$ cat config.mk
export PLATFORM = sky130hd
export DESIGN_NAME = control_regfile
export DESIGN_NICKNAME = d
export VERILOG_FILES = /design/src/rtl/control_regfile.sv
export SDC_FILE = /design/constraint.sdc
export NUM_CORES = 1
export LEC_CHECK = 0
export CORE_AREA = 4 4 262 264
export DETAILED_ROUTE_END_ITERATION = 10
export DIE_AREA = 0 0 266 268
export HOLD_SLACK_MARGIN = 0.15
export PLACE_DENSITY = 0.67
export SKIP_LAST_GASP = 1
export SYNTH_ARGS = -nofsm -noshare
export SYNTH_HDL_FRONTEND = slang
export SYNTH_SLANG_ARGS = --single-unit
$ cat constraint.sdc
create_clock -name clk -period 3.3 [get_ports clk]
set_input_delay 0.495 -clock clk [delete_from_list [all_inputs] [get_ports clk]]
set_output_delay 0.495 -clock clk [all_outputs]
set_load 0.01 [all_outputs]
$ cat src/rtl/control_regfile.sv
// AXI4-Lite control/status register file for the board evaluation engine.
// Define CONTROL_REGFILE_SLVERR_EN to return SLVERR on unmapped/RO accesses.
module control_regfile #(
   parameter int SIDE_WIDTH  = 32,
   parameter int BOARD_WORDS = 8,
   parameter int INDEX_WIDTH = 8,
   parameter int EVAL_WIDTH  = 24,
   parameter int ADDR_WIDTH  = 16
) (
   input  logic                                clk,
   input  logic                                aresetb,
   input  logic [ADDR_WIDTH-1:0]               axi_awaddr,
   input  logic                                axi_awvalid,
   output logic                                axi_awready,
   input  logic [31:0]                         axi_wdata,
   input  logic [3:0]                          axi_wstrb,
   input  logic                                axi_wvalid,
   output logic                                axi_wready,
   output logic [1:0]                          axi_bresp,
   output logic                                axi_bvalid,
   input  logic                                axi_bready,
   input  logic [ADDR_WIDTH-1:0]               axi_araddr,
   input  logic                                axi_arvalid,
   output logic                                axi_arready,
   output logic [31:0]                         axi_rdata,
   output logic [1:0]                          axi_rresp,
   output logic                                axi_rvalid,
   input  logic                                axi_rready,
   output logic                                soft_reset,
   output logic                                new_board_valid,
   output logic                                clear_moves,
   output logic                                clear_eval,
   output logic [BOARD_WORDS*SIDE_WIDTH-1:0]   new_board,
   output logic [INDEX_WIDTH-1:0]              move_index,
   output logic                                white_to_move,
   output logic [3:0]                          castle_mask,
   output logic [3:0]                          en_passant_col,
   input  logic                                moves_ready,
   input  logic                                move_ready,
   input  logic                                eval_valid,
   input  logic signed [EVAL_WIDTH-1:0]        eval,
   input  logic [BOARD_WORDS*SIDE_WIDTH-1:0]   initial_board
);

   localparam int WA = ADDR_WIDTH - 2;
   localparam int LW = (SIDE_WIDTH < 32) ? SIDE_WIDTH : 32;
   localparam int LI = (INDEX_WIDTH < 32) ? INDEX_WIDTH : 32;

   localparam logic [WA-1:0] A_CTRL = WA'(0);
   localparam logic [WA-1:0] A_MOVE = WA'(1);
   localparam logic [WA-1:0] A_POS  = WA'(2);
   localparam logic [WA-1:0] A_EVAL = WA'(3);
   localparam logic [WA-1:0] A_STAT = WA'(4);
   localparam logic [WA-1:0] A_NB   = WA'(16);
   localparam logic [WA-1:0] A_IB   = WA'(64);

   logic            run;
   logic            aw_lat;
   logic            w_lat;
   logic [WA-1:0]   aw_wa;
   logic [31:0]     w_data;
   logic [3:0]      w_strb;
   logic [31:0]     wmask;
   logic            do_write;
   logic [8:0]      pos;
   logic [WA-1:0]   ra;
   logic [31:0]     nb_rd;
   logic [31:0]     ib_rd;
   logic [31:0]     rd_word;
   logic [1:0]      wr_resp;
   logic [1:0]      rd_resp;
   logic            unused;

   function automatic logic in_board(logic [WA-1:0] a, logic [WA-1:0] base);
      return (a >= base) && (a < base + WA'(BOARD_WORDS));
   endfunction

   assign unused = ^{axi_awaddr[1:0], axi_araddr[1:0]};

   assign ra       = axi_araddr[ADDR_WIDTH-1:2];
   assign do_write = aw_lat && w_lat;
   assign wmask    = {{8{w_strb[3]}}, {8{w_strb[2]}},
                      {8{w_strb[1]}}, {8{w_strb[0]}}};

   assign {white_to_move, castle_mask, en_passant_col} = pos;

   // run keeps every ready low until the first clock after reset release
   assign axi_awready = run && !aw_lat && !axi_bvalid;
   assign axi_wready  = run && !w_lat && !axi_bvalid;
   assign axi_arready = run && !axi_rvalid;

`ifdef CONTROL_REGFILE_SLVERR_EN
   assign wr_resp = (aw_wa == A_CTRL || aw_wa == A_MOVE ||
                     aw_wa == A_POS || in_board(aw_wa, A_NB))
                    ? 2'b00 : 2'b10;
   assign rd_resp = (ra <= A_STAT || in_board(ra, A_NB) ||
                     in_board(ra, A_IB)) ? 2'b00 : 2'b10;
`else
   assign wr_resp = 2'b00;
   assign rd_resp = 2'b00;
`endif

   always_comb begin
      nb_rd = '0;
      ib_rd = '0;
      for (int i = 0; i < BOARD_WORDS; i++) begin
         if (ra == A_NB + WA'(i))
            nb_rd = 32'(new_board[i*SIDE_WIDTH +: LW]);
         if (ra == A_IB + WA'(i))
            ib_rd = 32'(initial_board[i*SIDE_WIDTH +: LW]);
      end
   end

   always_comb begin
      rd_word = '0;
      unique case (1'b1)
         ra == A_CTRL: rd_word = {soft_reset, 31'b0};
         ra == A_MOVE: rd_word = 32'(move_index);
         ra == A_POS:  rd_word = {23'b0, pos};
         ra == A_EVAL: rd_word = 32'(eval);
         ra == A_STAT: rd_word = {29'b0, eval_valid, move_ready, moves_ready};
         default:      rd_word = nb_rd | ib_rd;
      endcase
   end

   always_ff @(posedge clk or negedge aresetb) begin
      if (!aresetb) begin
         run             <= 1'b0;
         aw_lat          <= 1'b0;
         w_lat           <= 1'b0;
         aw_wa           <= '0;
         w_data          <= '0;
         w_strb          <= '0;
         axi_bvalid      <= 1'b0;
         axi_bresp       <= 2'b00;
         axi_rvalid      <= 1'b0;
         axi_rdata       <= '0;
         axi_rresp       <= 2'b00;
         soft_reset      <= 1'b0;
         new_board_valid <= 1'b0;
         clear_moves     <= 1'b0;
         clear_eval      <= 1'b0;
         new_board       <= '0;
         move_index      <= '0;
         pos             <= '0;
      end else begin
         run             <= 1'b1;
         new_board_valid <= 1'b0;
         clear_moves     <= 1'b0;
         clear_eval      <= 1'b0;
         if (axi_awvalid && axi_awready) begin
            aw_lat <= 1'b1;
            aw_wa  <= axi_awaddr[ADDR_WIDTH-1:2];
         end
         if (axi_wvalid && axi_wready) begin
            w_lat  <= 1'b1;
            w_data <= axi_wdata;
            w_strb <= axi_wstrb;
         end
         if (do_write) begin
            aw_lat     <= 1'b0;
            w_lat      <= 1'b0;
            axi_bvalid <= 1'b1;
            axi_bresp  <= wr_resp;
            if (aw_wa == A_CTRL) begin
               if (w_strb[0]) begin
                  new_board_valid <= w_data[0];
                  clear_moves     <= w_data[1];
                  clear_eval      <= w_data[2];
               end
               if (w_strb[3])
                  soft_reset <= w_data[31];
            end
            if (aw_wa == A_MOVE)
               move_index[LI-1:0] <= (move_index[LI-1:0] & ~wmask[LI-1:0]) |
                                     (w_data[LI-1:0] & wmask[LI-1:0]);
            if (aw_wa == A_POS)
               pos <= (pos & ~wmask[8:0]) | (w_data[8:0] & wmask[8:0]);
            for (int i = 0; i < BOARD_WORDS; i++) begin
               if (aw_wa == A_NB + WA'(i))
                  new_board[i*SIDE_WIDTH +: LW] <=
                     (new_board[i*SIDE_WIDTH +: LW] & ~wmask[LW-1:0]) |
                     (w_data[LW-1:0] & wmask[LW-1:0]);
            end
         end else if (axi_bvalid && axi_bready) begin
            axi_bvalid <= 1'b0;
         end
         // rdata samples pre-write state, so a colliding read sees the old value
         if (axi_arvalid && axi_arready) begin
            axi_rvalid <= 1'b1;
            axi_rdata  <= rd_word;
            axi_rresp  <= rd_resp;
         end else if (axi_rvalid && axi_rready) begin
            axi_rvalid <= 1'b0;
         end
      end
   end

endmodule

==> results of run 1 <==
cell usage in the layout, fill, tap and decap left out, types with 16 or more instances in the layout:
cell type / instances
a21oi_1: 117
a22o_1: 23
a22oi_1: 44
buf_4: 100
clkbuf_16: 43
clkdlybuf4s50_1: 662
dfrtp_1: 364
mux2_2: 339
mux2i_1: 54
mux4_2: 25
nand2_1: 70
nand2_2: 16
nand3_1: 28
nor2_1: 102
nor3_1: 20
o21ai_0: 72
o22ai_1: 46
per-layer routing:
metal | vias to the layer above | track usage | share of wire
met4 | 8 | 0.108 | 0.042
met1 | 9112 | 0.323 | 0.37
met3 | 209 | 0.102 | 0.11
met2 | 1163 | 0.466 | 0.48
met5 | - | 0 | 0.00046
li1 | 7606 | - | -
cells in the mapped netlist (3+ instances only):
master,n,share of area
dfrtp_1,364,0.48
mux2_2,339,0.20
a21oi_1,117,0.031
nor2_1,105,0.021
o21ai_0,72,0.019
nand2_1,70,0.014
clkbuf_1,66,0.013
mux2i_1,54,0.029
o22ai_1,46,0.015
a22oi_1,44,0.017
buf_2,32,0.0085
nand3_1,28,0.0074
mux4_2,25,0.030
a22o_1,23,0.011
nor3_1,21,0.0055
nor2b_1,18,0.0059
nand2_2,16,0.0053
o221ai_1,15,0.0069
o32a_1,15,0.0079
buf_1,12,0.0024
o211ai_1,11,0.0044
nand2b_1,10,0.0033
a31oi_1,9,0.0030
a2bb2oi_1,8,0.0037
and3_1,8,0.0026
buf_4,8,0.0032
o31a_1,8,0.0037
a32oi_1,7,0.0032
and2_1,7,0.0023
inv_1,7,0.0014
a211oi_1,6,0.0024
a221oi_1,6,0.0028
mux2_1,6,0.0036
a2111oi_0,5,0.0023
a311o_1,5,0.0026
a21o_1,4,0.0016
nand4_1,4,0.0013
or2_2,4,0.0013
nor2_2,3,0.00099
nor4_1,3,0.00099
o21bai_1,3,0.0012
critical path, cell delays in order (launching register included):
cell	delay, ns
dfrtp_1	0.38
nor4_1	0.31
nand3_1	0.25
or2_2	0.40
nor2_1	0.46
nand2_1	0.50
mux2_2	0.42
cells by family (layout without fill, tap and decap cells):
family                 after synthesis  in the layout  synth area share
AO/OA/AOI/OAI                      414            414             0.143
buffers and inverters              129            858            0.0301
flip-flops                         364            364             0.481
multiplexers                       424            424             0.263
other                                2             12          0.000396
AND/OR/NAND/NOR                    315            315            0.0821
stage by stage:
step                total power, uW  setup slack [ns]
detailed placement             7990             0.157
CTS                           12700             0.398
global placement               7920             0.119
global route                  13100             0.292
finish                        12700             0.459
floorplan                      6430              1.19
worst max-delay path by stage:
stage,endpoint,slack [ns],depth (start not counted)
6_report,flip-flop,0.46,6
5_1_grt,flip-flop,0.29,6
4_1_cts,flip-flop,0.40,6
3_5_place_dp,axi_rdata[15],0.16,7
3_3_place_gp,axi_rdata[15],0.12,7
2_1_floorplan,axi_rdata[23],1.19,7
power breakdown:
part	internal, uW	switching, uW
sequential	4850	942
combinational	1150	992
clock	2790	1950
layout make-up:
class,instances,area [sq um]
antenna,7,17.5
clock buffer,62,1260
clock inverter,11,124
fill,6227,38000
inverter,9,33.8
multi-input combinational,1158,9340
sequential,364,9110
tap,873,1090
timing repair buffer,776,7610
what timing repair did:
| item | 4_1_cts | 5_1_grt |
|---|---|---|
| hold buffers | 1 | 0 |
| endpoints found under the hold margin | 64 | 0 |
| gates resized for setup | 0 | 0 |
==> flow_summary.ini, run 1 <==
[status]
outcome = complete, no violations

[cts]
clk_latency_ns = 0.57
clk_pin_slew_ns = 0.06
cts_buffer_depth = 3
ctsHtreeMaxLevel = 2
cts_tree = built
post_cts.repair.setup_buffers = 0
clockRootBuffer = clkbuf_16
cts_sinks = 364
cts_buffers = 41

[setup_path]
start_kind = flip-flop
worstPathArrival_ns = 3.28
worst-setup-path-type = flip-flop to flip-flop
reg2reg_slack_ns = 0.46
reg2reg_depth = 6
end_kind = flip-flop
crit_start = aw_wa[8]
r2r-start = aw_wa[8]
worstPathRequired_ns = 3.74
crit_fanout = 8

[min_path]
hold_class = primary input to async pin

[global_routing]
grt_pass1_vias = 19000
antenna_found_initial = 10
grtUsageTotal = 0.277
gr-total-overflow = 0
grt_pass1_wl_um = 141000
grt_max_degree = 101

[routing]
routed_wl_um = 103000
ant_nets = 0
dr_total_vias = 18100
vias_per_cell = 5.55
initialDrtViolationCount = 1543
wl_per_cell_um = 31.7
drc_errors = 0
first_pass_iters = 6

[floorplan]
floorplan.initialDensity = 0.285
die_w_um = 266
io_pins = 676
dieArea_sq_um = 71300
row_count = 95
core_area_sq_um = 66600
die_height_um = 268

[pwr]
ir_drop_mv = 0.281
p_per_area_nw_per_um2 = 444
p_leak_uw = 0.0122

[finish]
stdcell_count = 3260
nets = 2708
final_util = 0.429
area_growth_pct = 50.9
stdcell_area_sq_um = 28600
drive_gt1_frac = 0.247

[place]
dp_cells = 3179
place.gp.congestion = 0.929
portBuffers = 667
post-dp-hpwl_um = 80900
dpl_cell_area_sq_um = 27200

[synth]
synth.distinct_cells = 68
seq_area_frac_synth = 0.481
yosysWarnings = 0
synthArstFlopShare = 1.00
synth_flop_cell = dfrtp_1
synth_edf_count = 0
syn_area_per_cell_sq_um = 11.5
synth_cells = 1648
ys_seq_elements = 364
netlist_area_sq_um = 18900

[sta]
worst-slew-pin-transition_ns = 0.906
fin_setup_tns_ns = 0
period_needed_ns = 2.84
setup_violations = 0
drv_slew = 0
skew_ns = 0.0163
hold_viol = 0
min_period_over_period = 0.861
rsz0062_at_grt = false
slew_headroom = 0.393
hold_ws_ns = 0.498
max_clock_freq_mhz = 352

[flow_run]
maxCapViolCount = 0
Power figures use the tool's default switching activity.
==> inputs of run 2 (changes only) <==
MAX_ROUTING_LAYER = met4   (was unset)
clock period = 3.5 ns   (was 3.3 ns; I/O delays follow)
==> flow_summary.ini, run 2 (same netlist as run 1, synthesis figures left out) <==
[place]
dp_cells = 3166
post-dp-hpwl_um = 80400
place.gp.congestion = 0.913
portBuffers = 667

[floorplan]
core_area_sq_um = 66600
dieArea_sq_um = 71300
die_w_um = 266
floorplan.initialDensity = 0.285
die_height_um = 268
row_count = 95
io_pins = 676

[sta]
period_needed_ns = 2.92
fin_setup_tns_ns = 0
slew_headroom = 0.339
worst-slew-pin-transition_ns = 0.988
hold_viol = 0
max_clock_freq_mhz = 342
min_period_over_period = 0.835
rsz0062_at_grt = false
drv_slew = 0
setup_violations = 0
skew_ns = 0.0307

[cts]
cts_buffer_depth = 3
post_cts_resized = 0
post_cts.repair.setup_buffers = 0
cts-hold-fix-buffers = 1
ctsHtreeMaxLevel = 2
cts_buffers = 43
clk_pin_slew_ns = 0.06
clockRootBuffer = clkbuf_16
cts_tree = built
clk_latency_ns = 0.57
cts_sinks = 364

[finish]
stdcell_count = 3254
drive_gt1_frac = 0.244
most-common-layout-cells = clkdlybuf4s50_1 (662), dfrtp_1 (364), mux2_2 (339), a21oi_1 (117), nor2_1 (102)
nFillCells = 6236
final_common_cell = clkdlybuf4s50_1
area_growth_pct = 51.0
nets = 2697

[routing]
wl_per_cell_um = 31.5
initialDrtViolationCount = 1881
ant_nets = 0
drc_errors = 0
first_pass_iters = 6
dr_total_vias = 18200
vias_per_cell = 5.60
routed_wl_um = 103000

[global_routing]
grt_util_met1 = 0.331
met3_usage = 0.0812
grt_max_degree = 88
grt_busiest_layer = met2
grtUsageTotal = 0.282
grt_util_met2 = 0.463
grt_pass1_wl_um = 140000
grt_pass1_vias = 18600
antenna_found_initial = 8
gr-total-overflow = 0

[pwr]
ir_drop_mv = 0.255
p_per_area_nw_per_um2 = 428
p_comb_frac = 0.163
p_clk_frac = 0.391
netSwitchingFraction = 0.300
p_switching_uw = 3680
p_seq_frac = 0.446
p_leak_uw = 0.0122
intPower_uw = 8580

[setup_path]
worstPathArrival_ns = 3.35
slowest_stage = or3b_4
worst-setup-path-type = flip-flop to flip-flop
end_kind = flip-flop
crit_chain = nor4_1 -> nand3_1 -> or3b_4 -> nor2_2 -> nand2_1 -> mux2_2
crit_fanout = 8
max_stage_delay_ns = 0.51
worstPathRequired_ns = 3.93
start_kind = flip-flop

[status]
outcome = complete, no violations

[min_path]
hold_class = flip-flop to flip-flop

[flow_run]
maxCapViolCount = 0
==> run 2: final cells by class <==
type | count | area, sq um | area share
antenna | 14 | 35.0 | 0.00122
clock buffer | 57 | 1240 | 0.0434
clock inverter | 16 | 248 | 0.00866
inverter | 9 | 33.8 | 0.00118
multi-input combinational | 1158 | 9340 | 0.326
sequential | 364 | 9110 | 0.318
tap | 873 | 1090 | 0.0382
timing repair buffer | 763 | 7510 | 0.263
==> run 2: through the flow <==
stage / hold slack [ns] / utilization / total power [uW] / setup WS [ns] / area (sq um)
6_report: 0.495 / 0.430 / 12300 / 0.576 / 28600
3_5_place_dp: 0.469 / 0.407 / 7500 / 0.345 / 27100
3_3_place_gp: 0.479 / 0.407 / 7450 / 0.367 / 27100
4_1_cts: 0.494 / 0.429 / 12300 / 0.622 / 28600
2_1_floorplan: 0.229 / - / 6060 / 1.36 / 19000
5_1_grt: 0.508 / 0.430 / 12700 / 0.546 / 28600
==> run 2: path summary, 6_finish.rpt <==
check	start	to	slack (ns)	depth (start not counted)
worst max-delay path	aw_wa[8]	flip-flop	0.58	6
worst min-delay path	axi_rdata[1]	axi_rdata[1]	0.50	2
worst max register to register	aw_wa[8]	flip-flop	0.58	6
worst min register to register	axi_rdata[1]	axi_rdata[1]	0.50	2
max in group asynchronous	aresetb	async pin	1.91	3
min in group asynchronous	aresetb	run	0.59	2
==> run 2: worst max-delay path: cells and delay by family (launching register included) <==
family / cells / cell delay [ns]
simple gates: 5 / 1.99
flops: 1 / 0.38
mux: 1 / 0.41
==> run 2: layer usage <==
metal	up-vias	routed length [um]	part of all wire
met5	-	0	0
li1	7609	-	-
met3	212	10700	0.10
met2	1149	48800	0.48
met4	0	4610	0.045
met1	9239	38500	0.38
==> run 2: power by group through the flow <==
stage	Clock, uW	Sequential (uW)	Combinational (uW)
6_report	4800	5460	2000
2_1_floorplan	0	4970	1090
4_1_cts	4870	5450	1990
3_5_place_dp	0	5520	1980
5_1_grt	5030	5530	2110
3_3_place_gp	0	5500	1950
